<file path="config.mk">
export PLATFORM = sky130hd
export DESIGN_NAME = multibyte_add_seq_flat
export DESIGN_NICKNAME = d
export VERILOG_FILES = /design/src/rtl/multibyte_add_seq_if.sv /design/src/rtl/multibyte_add_seq.sv /design/src/flat_wrapper.sv
export SDC_FILE = /design/constraint.sdc
export NUM_CORES = 1
export LEC_CHECK = 0
export ABC_AREA = 1
export CAP_MARGIN = 20
export CORE_ASPECT_RATIO = 1.5
export CORE_MARGIN = 2
export CORE_UTILIZATION = 44
export CTS_CLUSTER_DIAMETER = 120
export CTS_CLUSTER_SIZE = 16
export DETAILED_ROUTE_END_ITERATION = 8
export GPL_TIMING_DRIVEN = 0
export PLACE_DENSITY = 0.76
export SETUP_SLACK_MARGIN = 0.3
export SLEW_MARGIN = 20
export SYNTH_ARGS = -nofsm -noshare
export SYNTH_HDL_FRONTEND = slang
export SYNTH_SLANG_ARGS = --single-unit
</file>
<file path="constraint.sdc">
create_clock -name clk -period 1.75 [get_ports clk]
set_input_delay 0.175 -clock clk [delete_from_list [all_inputs] [get_ports clk]]
set_output_delay 0.175 -clock clk [all_outputs]
set_load 0.05 [all_outputs]
</file>
<file path="src/rtl/multibyte_add_seq_if.sv">
// rtl/multibyte_add_seq_if.sv - operand, result and adder-side signals of the multibyte add sequencer
// slave is the sequencer; master is its surroundings (requester, consumer and 8-bit adder).
interface multibyte_add_seq_if #(
   parameter int N_BYTES = 4
);
   localparam int W = 8 * N_BYTES;

   logic         in_valid;
   logic         in_ready;
   logic [W-1:0] in_a;
   logic [W-1:0] in_b;
   logic         in_cin;

   logic [7:0]   add_a;
   logic [7:0]   add_b;
   logic         add_c_in;
   logic [7:0]   add_sum;
   logic         add_c_out;

   logic         out_valid;
   logic         out_ready;
   logic [W-1:0] out_sum;
   logic         out_c_out;

   modport slave (
      input  in_valid, in_a, in_b, in_cin, add_sum, add_c_out, out_ready,
      output in_ready, add_a, add_b, add_c_in, out_valid, out_sum, out_c_out
   );

   modport master (
      output in_valid, in_a, in_b, in_cin, add_sum, add_c_out, out_ready,
      input  in_ready, add_a, add_b, add_c_in, out_valid, out_sum, out_c_out
   );
endinterface

</file>
<file path="src/rtl/multibyte_add_seq.sv">
// rtl/multibyte_add_seq.sv - byte-serial W-bit adder sequencer around an external 8-bit adder
// Accepts operands, walks one byte per clock through the adder, then holds the result until taken.
module multibyte_add_seq #(
   parameter int N_BYTES = 4
) (
   input  logic                   clk,
   input  logic                   rst_n,
   multibyte_add_seq_if.slave     bus
);
   localparam int W  = 8 * N_BYTES;
   localparam int IW = (N_BYTES > 1) ? $clog2(N_BYTES) : 1;
   localparam logic [IW-1:0] LAST_IDX = IW'(N_BYTES - 1);

   typedef enum logic [1:0] {IDLE, RUN, DONE} state_t;

   state_t        state_q, state_d;
   logic [IW-1:0] idx_q, idx_d;
   logic [W-1:0]  a_q, a_d;
   logic [W-1:0]  b_q, b_d;
   logic          cin_q, cin_d;
   logic          carry_q, carry_d;
   logic [W-1:0]  sum_q, sum_d;
   logic          cout_q, cout_d;

   logic [7:0]    add_a;
   logic [7:0]    add_b;
   logic          add_c_in;
   logic          in_ready;
   logic          out_valid;
   logic [IW+2:0] bit_ofs;

   assign bit_ofs = {idx_q, 3'b000};

   always_ff @(posedge clk or negedge rst_n) begin
      if (!rst_n) begin
         state_q <= IDLE;
         idx_q   <= '0;
         a_q     <= '0;
         b_q     <= '0;
         cin_q   <= 1'b0;
         carry_q <= 1'b0;
         sum_q   <= '0;
         cout_q  <= 1'b0;
      end else begin
         state_q <= state_d;
         idx_q   <= idx_d;
         a_q     <= a_d;
         b_q     <= b_d;
         cin_q   <= cin_d;
         carry_q <= carry_d;
         sum_q   <= sum_d;
         cout_q  <= cout_d;
      end
   end

   always_comb begin
      state_d   = state_q;
      idx_d     = idx_q;
      a_d       = a_q;
      b_d       = b_q;
      cin_d     = cin_q;
      carry_d   = carry_q;
      sum_d     = sum_q;
      cout_d    = cout_q;
      add_a     = 8'h00;
      add_b     = 8'h00;
      add_c_in  = 1'b0;
      in_ready  = 1'b0;
      out_valid = 1'b0;

      case (state_q)
         IDLE: begin
            in_ready = 1'b1;
            if (bus.in_valid) begin
               a_d     = bus.in_a;
               b_d     = bus.in_b;
               cin_d   = bus.in_cin;
               idx_d   = '0;
               state_d = RUN;
            end
         end
         RUN: begin
            add_a    = a_q[bit_ofs +: 8];
            add_b    = b_q[bit_ofs +: 8];
            // byte 0 takes the requester's carry, later bytes chain the adder's previous c_out
            add_c_in = (idx_q == '0) ? cin_q : carry_q;
            sum_d[bit_ofs +: 8] = bus.add_sum;
            carry_d  = bus.add_c_out;
            if (idx_q == LAST_IDX) begin
               cout_d  = bus.add_c_out;
               idx_d   = '0;
               state_d = DONE;
            end else begin
               idx_d = idx_q + IW'(1);
            end
         end
         DONE: begin
            out_valid = 1'b1;
            if (bus.out_ready) begin
               state_d = IDLE;
            end
         end
         default: state_d = IDLE;
      endcase
   end

   assign bus.in_ready  = in_ready;
   assign bus.add_a     = add_a;
   assign bus.add_b     = add_b;
   assign bus.add_c_in  = add_c_in;
   assign bus.out_valid = out_valid;
   assign bus.out_sum   = sum_q;
   assign bus.out_c_out = cout_q;
endmodule

</file>
<file path="src/flat_wrapper.sv">
// flat-port wrapper written by rule: the top's interface ports become plain ports
module multibyte_add_seq_flat 
#(
   parameter int N_BYTES = 4
)
  (clk, rst_n, bus_in_valid, bus_in_a, bus_in_b, bus_in_cin, bus_add_sum, bus_add_c_out, bus_out_ready, bus_in_ready, bus_add_a, bus_add_b, bus_add_c_in, bus_out_valid, bus_out_sum, bus_out_c_out);
  multibyte_add_seq_if #(.N_BYTES(N_BYTES)) bus_i ();
  input  logic clk;
  input  logic rst_n;
  input wire logic [$bits(bus_i.in_valid)-1:0] bus_in_valid;
  input wire logic [$bits(bus_i.in_a)-1:0] bus_in_a;
  input wire logic [$bits(bus_i.in_b)-1:0] bus_in_b;
  input wire logic [$bits(bus_i.in_cin)-1:0] bus_in_cin;
  input wire logic [$bits(bus_i.add_sum)-1:0] bus_add_sum;
  input wire logic [$bits(bus_i.add_c_out)-1:0] bus_add_c_out;
  input wire logic [$bits(bus_i.out_ready)-1:0] bus_out_ready;
  output wire logic [$bits(bus_i.in_ready)-1:0] bus_in_ready;
  output wire logic [$bits(bus_i.add_a)-1:0] bus_add_a;
  output wire logic [$bits(bus_i.add_b)-1:0] bus_add_b;
  output wire logic [$bits(bus_i.add_c_in)-1:0] bus_add_c_in;
  output wire logic [$bits(bus_i.out_valid)-1:0] bus_out_valid;
  output wire logic [$bits(bus_i.out_sum)-1:0] bus_out_sum;
  output wire logic [$bits(bus_i.out_c_out)-1:0] bus_out_c_out;
  assign bus_i.in_valid = bus_in_valid;
  assign bus_i.in_a = bus_in_a;
  assign bus_i.in_b = bus_in_b;
  assign bus_i.in_cin = bus_in_cin;
  assign bus_i.add_sum = bus_add_sum;
  assign bus_i.add_c_out = bus_add_c_out;
  assign bus_i.out_ready = bus_out_ready;
  assign bus_in_ready = bus_i.in_ready;
  assign bus_add_a = bus_i.add_a;
  assign bus_add_b = bus_i.add_b;
  assign bus_add_c_in = bus_i.add_c_in;
  assign bus_out_valid = bus_i.out_valid;
  assign bus_out_sum = bus_i.out_sum;
  assign bus_out_c_out = bus_i.out_c_out;
  multibyte_add_seq #(.N_BYTES(N_BYTES)) u_core (.clk(clk), .rst_n(rst_n), .bus(bus_i));
endmodule
</file>
# Yosys cells after proc, flatten, opt, wreduce, memory -nomap -nowiden
# Cells that the tools add are included.
[word_totals] word_cells=41 in_bits=78 ff_bits=103 output_inout_bits=52
[classes] reduce_logical=7 muxes=14 eq_ne=6 n_shift=4 addsub=2
[op_table] cell="indexed part select 32 x 6 -> 8 bit" n=2
[op_table] cell="bitwise mux 32 bit" n=1
[op_table] cell="variable shift 8 x 7 -> 32 bit (first input constant)" n=1
[op_table] cell="indexed part select 8 x 7 -> 32 bit" n=1
[op_table] cell="two-way mux 8 bit" n=2
[op_table] cell="two-way mux 2 bit" n=5
[op_table] cell="negator 5 -> 7 bit" n=1
[op_table] cell="case mux 2 bit (3 select lines)" n=1
[op_table] cell="AND reduction 2 bit" n=3
[op_table] cell="equality test 2 bit (second input constant)" n=2
[op_table] cell="zero test 2 bit" n=2
[op_table] cell="two-way mux 1 bit" n=4
[op_table] cell="inequality test 2 bit (second input constant)" n=2
[op_table] cell="case mux 2 bit (2 select lines)" n=1
[op_table] cell="AND reduction 3 bit" n=1
[op_table] cell="adder 2 x 1 -> 2 bit (second input constant)" n=1
[op_table] cell="equality test 2 x 1 -> 1 bit (second input constant)" n=1
[op_table] cell="inequality test 2 x 1 -> 1 bit (second input constant)" n=1
[op_table] cell="nonzero test 2 bit" n=1

# Longest topological paths before layout
# Gate-level depths: netlist (run 1).
[logic_depth] depth_word=3 depth_mapped=10 ltp_nobuf=7

# Least setup slack after synthesis (run 1)
# Ideal clock, no wire load.
[synth_timing] path_type="reg2out" startpoint="reg u_core.idx_q[1]" endpoint="out bus_add_c_in" path_buffers=2 t_required_ns=1.575 stages_incl_launch_ff=8 setup_slack_ns=-0.547 arrival_ns=2.122 cell_sequence="dfrtp_1 > buf_2 > clkinv_1 > buf_2 > ha_1 > inv_1 > nand2_1 > a21oi_1"
[synth_via] elab_chain_cells=3
[synth_rtl] item="from (decl)" line_no="multibyte_add_seq.sv:17" source="logic [IW-1:0] idx_q, idx_d;"
[synth_rtl] item="from (signal assigned)" line_no="multibyte_add_seq.sv:46" source="idx_q <= idx_d;"
[synth_rtl] item="zero test 2 bit" line_no="multibyte_add_seq.sv:86" source="add_c_in = (idx_q == '0) ? cin_q : carry_q;"
[synth_rtl] item="two-way mux 1 bit" line_no="multibyte_add_seq.sv:86"
[synth_rtl] item="two-way mux 1 bit" line_no="multibyte_add_seq.sv:71" source="case (state_q)"
[synth_rtl] item="to (decl)" line_no="flat_wrapper.sv:20" source="output wire logic [$bits(bus_i.add_c_in)-1:0] bus_add_c_in;"
# No other way between the ends.

# Worst setup path in the final report (run 1)
[layout_timing] startpoint="reg u_core.idx_q[0]" endpoint="out bus_add_c_in"
# Same word-level chain as after synthesis.

==> results.cfg, run 1 <==
[floorplan]
die_w_um = 90.4
initial_core_util = 0.448
fp.dieArea_sq_um = 12100
num_rows = 47
fp.dieH_um = 134
core_area_sq_um = 11000
ioPinCount = 130

[logic_synthesis]
yosys-top-cells-count = 161 x nand2_1, 103 x dfrtp_1, 78 x inv_1
ys_ff_latch = 103
ys_top_cells_by_area = dfrtp_1 52%, nand2_1 12%, a21oi_1 7.0%
synth_most_common_cell = nand2_1
avgSynthCellArea_sq_um = 8.15
postSynthNetCount = 687
synth_cell_types = 25
synth_top_cell_by_area = dfrtp_1
async_flop_share = 1.00
synth-edff-count = 0
yosysWarnings = 0
syn-cell-area_sq_um = 4920
syn_inst = 604
synth-main-ff-cell = dfrtp_1
yosysSeqAreaShare = 0.523
synth_top_area_frac = 0.523

[routing]
drc = 0
num_vias = 4605
drt_iter0_drc = 300
routed_wl_mm = 14.3
firstDrtPassIters = 5
ant_nets = 0
viasPerCell = 5.02
wl_per_cell_um = 15.6

[clocking]
cts_buffers = 9
clock_latency_ps = 340
tritoncts = done
cts_buffer_depth = 2
clk_pin_slew_worst_paths_ps = 60
cts_root_buffer = clkbuf_16
clock_sinks = 103
cts-htree-levels = 3

[cells_and_area]
final_nets = 848
finalNonFillerCells = 917
drive_above_1_share = 0.265
antenna_cells = 0
stdcell_area_sq_um = 7660
area_delta_synth_final_pct = 55.5

[sta]
tightest_slew_ps = 498
rsz0062_at_grt = yes
finalCritPeriodShare = 1.07
relSlewSlack = 0.670
setup_viol = 15
clock_skew_ps = 4.39
max_freq_mhz = 535
drv_slew = 0
fin_crit_ps = 1870
layout_setup_ws_ps = -118
finalHoldViolations = 0

[setup_path]
r2r_cells = 10
arrival_ps = 1690
r2r_slack_ps = 0
critPathLaunchType = register
cp-end-kind = output port
worstPathRequired_ps = 1570
cp_max_fo = 6
critPathKind = reg -> out
regToRegStartpoint = u_core.idx_q[0]
r2r-end = u_core.bus.out_sum[1]

[power_and_ir_drop]
leakagePower_nw = 3.85
peakVddDrop_mv = 1.39
power_density_nw_per_um2 = 2220

[place]
dp_hpwl_mm = 10.3
dp.cells = 881
routabilityCongestion = 0.904
portBuffers = 129
placed_area_sq_um = 6720
post-place-ws_ps = -626

[status]
status = finished with violations
violations = setup timing

[job]
drv_cap = 0

[grt]
use_met2 = 0.431
antenna_found_initial = 0
busiest_layer = met2
grt_use_met3 = 0.0407
grt_use_total = 0.236
first_global_vias = 4681
grt_overflow = 0
grt_start_max_net_pins = 58
globalRouteMet1Util = 0.260
grt_pass1_wl_mm = 22.3

[worst_hold_path]
min_path_type = in -> async
-- layout make-up --
class | instances | area, sq um
fillers | 840 | 3340
flip-flops and latches | 103 | 2580
plain buffers | 30 | 332
multi-input cells | 391 | 2410
inverters | 81 | 329
repair buffers | 149 | 1500
well taps | 147 | 184
clock inverters | 3 | 65.1
clock buffers | 13 | 260
-- worst max-delay path, stage by stage (launching register included) --
cell and delay, ps:
dfrtp_1 390, buf_6 140, inv_6 60, buf_8 110, buf_8 100, ha_4 170
nand2_4 60, a21oi_4 150, buf_8 160
-- through the flow --
| stage | utilization | TNS [ps] | hold WS [ps] | power [mW] |
|---|---|---|---|---|
| final | 0.697 | -870 | 329 | 17.0 |
| after global routing | 0.697 | -2340 | 382 | 17.9 |
| after CTS | 0.661 | -1300 | 345 | 16.3 |
| after detailed placement | 0.611 | -8200 | 128 | 13.5 |
| after global placement | 0.608 | -336420 | 456 | 13.3 |
| after floorplan | - | 0 | -121 | 10.8 |
-- power by group --
part	leakage [nW]	switching, mW	internal (mW)
Clock	0.160	0.835	1.33
Sequential	1.22	0.448	3.49
Combinational	2.48	7.01	3.89
Total	3.85	8.29	8.71
-- routing by layer --
| metal | part of all wire | wire length (um) |
|---|---|---|
| met2 | 0.53 | 7610 |
| met1 | 0.37 | 5360 |
| met4 | 0.046 | 665 |
| met5 | 0 | 0 |
| met3 | 0.050 | 712 |
-- registers in the layout, indices dropped and copies added, names as in the netlist --
name                  cells
u_core.a_q               32
u_core.b_q               32
u_core.bus.out_sum       32
u_core.idx_q              2
u_core.state_q            2
u_core.bus.out_c_out      1
u_core.carry_q            1
u_core.cin_q              1
-- placed cells by master (no fill, tap or decap), types with 3 or more instances in the layout --
master / count
a21oi_2: 20
nor2_4: 18
dfrtp_1: 101
o21ai_2: 4
inv_4: 3
a21oi_1: 44
clkdlybuf4s50_1: 76
nand3_1: 21
clkbuf_4: 5
buf_4: 16
nand2_2: 11
a21oi_4: 17
inv_1: 74
nand2_1: 144
clkbuf_16: 9
o21ai_1: 7
buf_6: 29
buf_12: 4
nand3_2: 24
buf_8: 6
nand2_4: 9
nor2_1: 57
dlygate4sd2_1: 30
clkdlybuf4s15_1: 3
buf_2: 6
-- worst max path at each step --
stage                     slack (ps)  cells after the start              to             from
final                           -120                      8    bus_add_c_in  u_core.idx_q[0]
after global routing            -170                      8    bus_add_c_in  u_core.idx_q[0]
after CTS                       -120                      9    bus_add_c_in  u_core.idx_q[0]
after detailed placement        -630                      8    bus_add_c_in  u_core.idx_q[1]
after global placement         -3190                      1  u_core.a_q[17]            rst_n
after floorplan                  130                      8    bus_add_c_in  u_core.idx_q[0]
-- logic make-up after synthesis --
family / share of synthesized area
AO/OA/AOI/OAI: 0.107
adder cells (fa/ha/maj): 0.0127
buffers and inverters: 0.106
flip-flops: 0.523
AND/OR/NAND/NOR: 0.250
-- repair_timing --
item / CTS / global route
hold buffers: 1 / 0
hold endpoints to repair: 46 / 0
gates cloned: 1 / 1
pin swaps: 7 / 13
resized for setup: 202 / 90
setup buffers: 10 / 7
endpoints found under the setup margin: 85 / 57
Note: power is estimated with default switching activity, not from simulation.
==> run 2, diff against run 1 <==
--- a/config.mk
+++ b/config.mk
@@ -8,12 +8,13 @@
 export ABC_AREA = 1
 export CAP_MARGIN = 20
+export CELL_PAD_IN_SITES_DETAIL_PLACEMENT = 0
+export CELL_PAD_IN_SITES_GLOBAL_PLACEMENT = 1
 export CORE_ASPECT_RATIO = 1.5
-export CORE_MARGIN = 2
-export CORE_UTILIZATION = 44
+export CORE_UTILIZATION = 32
 export CTS_CLUSTER_DIAMETER = 120
 export CTS_CLUSTER_SIZE = 16
 export DETAILED_ROUTE_END_ITERATION = 8
 export GPL_TIMING_DRIVEN = 0
-export PLACE_DENSITY = 0.76
+export PLACE_DENSITY_LB_ADDON = 0.1
 export SETUP_SLACK_MARGIN = 0.3
 export SLEW_MARGIN = 20
==> constraint.sdc (replaced) <==
create_clock -name clk -period 1.75 [get_ports clk]
set_input_delay 0.2625 -clock clk [delete_from_list [all_inputs] [get_ports clk]]
set_output_delay 0.2625 -clock clk [all_outputs]
set_load 0.05 [all_outputs]
==> results.cfg, run 2 (synthesis gave the netlist of run 1 again) <==
[floorplan]
fp.dieH_um = 154
ioPinCount = 130
fp.dieArea_sq_um = 15900
core_area_sq_um = 15100
initial_core_util = 0.327
num_rows = 55
die_w_um = 103

[routing]
drt_iter0_drc = 129
ant_nets = 0
num_vias = 4488
viasPerCell = 4.61
firstDrtPassIters = 4
routed_wl_mm = 14.9
wl_per_cell_um = 15.3
drc = 0

[power_and_ir_drop]
leakagePower_nw = 3.73
swShare = 0.491
power_frac_clock = 0.123
power_mw = 17.0
p_seq_frac = 0.231
p_sw_mw = 8.34
p_int_mw = 8.65
power_density_nw_per_um2 = 2190
peakVddDrop_mv = 0.966
comb_power_share = 0.646

[grt]
grt_start_max_net_pins = 59
grt_overflow = 0
grt_use_total = 0.197
first_global_vias = 4546
grt_pass1_wl_mm = 23.3
antenna_found_initial = 0

[clocking]
clock_latency_ps = 350
cts_root_buffer = clkbuf_16
clock_sinks = 103
cts_buffer_depth = 2
clk_pin_slew_worst_paths_ps = 70
tritoncts = done
cts-htree-levels = 3
cts_buffers = 9

[job]
drv_cap = 0

[sta]
layout_setup_ws_ps = -243
max_freq_mhz = 502
fin_crit_ps = 1990
setup_viol = 50
clock_skew_ps = 5.81
relSlewSlack = 0.682
tightest_slew_ps = 477
hold_slack_ps = 410
finalCritPeriodShare = 1.14
rsz0062_at_grt = yes
drv_slew = 0
finalHoldViolations = 0

[cells_and_area]
area_delta_synth_final_pct = 57.9
fill_cells = 1440
drive_above_1_share = 0.310
post-route-util = 0.516
final_nets = 852
mostFrequentLayoutCells = 141 x nand2_1, 101 x dfrtp_1, 76 x clkdlybuf4s50_1
mostFrequentLayoutCell = nand2_1
antenna_cells = 0

[setup_path]
critPathKind = reg -> out
cp-end-kind = output port
cp_max_fo = 7
arrival_ps = 1730
worstPathRequired_ps = 1490
critPathLaunchType = register

[status]
violations = setup timing
status = finished with violations

[place]
portBuffers = 129
dp_hpwl_mm = 10.9
routabilityCongestion = 0.818

[worst_hold_path]
min_path_type = in -> async
==> run 2: cell types whose count changed in the layout (fill, tap and decap cells not counted), sizes merged <==
cell / previous run / this run
clkinv: 1 / 3
inv: 81 / 82
dlygate4sd2: 30 / 0
clkinvlp: 0 / 2
bufbuf: 1 / 0
bufinv: 2 / 1
nand3: 46 / 45
clkbuf: 18 / 13
buf: 63 / 70
clkdlybuf4s15: 3 / 33
==> run 2: worst max-delay path, stage by stage, from the launching register on <==
cell     delay [ps]
dfrtp_1         370
buf_6           140
inv_4            50
buf_8           130
buf_8           120
ha_4            180
inv_6            60
nand2_4          40
a21oi_4         130
buf_8           160
==> run 2: metrics by stage <==
step           instances  TNS, ps  setup slack [ps]  cell area, sq um
3_3_place_gp         932  -378740             -3540              6710
3_5_place_dp         933   -16090              -793              6740
4_1_cts              966    -5120              -238              7480
6_report             973    -5650              -243              7770
2_1_floorplan        604        0              49.0              5170
5_1_grt              973    -9680              -317              7770
==> run 2: power by group through the flow <==
stage          clock [mW]  sequential (mW)  combinational (mW)
5_1_grt              2.24             4.04                11.8
2_1_floorplan           0             5.13                5.50
6_report             2.09             3.93                11.0
3_3_place_gp            0             3.97                9.37
3_5_place_dp            0             3.99                9.48
4_1_cts              2.14             3.96                10.4
==> run 2: layer usage <==
metal / vias to the layer above / track usage / part of all wire
li1: 2202 / - / -
met1: 2167 / 0.227 / 0.40
met2: 103 / 0.359 / 0.55
met3: 16 / 0.0291 / 0.032
met4: 0 / 0.0718 / 0.023
met5: - / 0 / 0
==> run 2: repair_timing <==
| item | 4_1_cts | 5_1_grt |
|---|---|---|
| setup endpoints to repair | 86 | 56 |
| gates cloned | 0 | 1 |
| setup buffers | 16 | 6 |
| hold buffers | 1 | 0 |
| hold endpoints to repair | 45 | 0 |
| pin swaps | 19 | 29 |
| resized for setup | 295 | 64 |
==> run 2: layout make-up <==
| cell class | instances | area (sq um) | area share |
|---|---|---|---|
| sequential | 103 | 2580 | 0.332 |
| multi-input combinational | 390 | 2360 | 0.304 |
| timing repair buffer | 154 | 1630 | 0.210 |
| inverter | 81 | 324 | 0.0417 |
| buffer | 30 | 322 | 0.0414 |
| tap | 199 | 249 | 0.0320 |
| clock buffer | 9 | 225 | 0.0290 |
| clock inverter | 7 | 78.8 | 0.0101 |
==> run 2: worst paths after layout <==
path	startpoint	end	slack, ps	cells past startpoint
min in group clk	u_core.bus.out_sum[15]	u_core.bus.out_sum[15]	480	2
worst max register to register	u_core.idx_q[0]	u_core.bus.out_sum[25]	-140	12
worst min register to register	u_core.bus.out_sum[15]	u_core.bus.out_sum[15]	480	2
worst max-delay path	u_core.idx_q[0]	bus_add_c_in	-240	9
worst min-delay path	rst_n	u_core.bus.out_sum[6]	410	2
max in group asynchronous	rst_n	u_core.state_q[0]	680	3
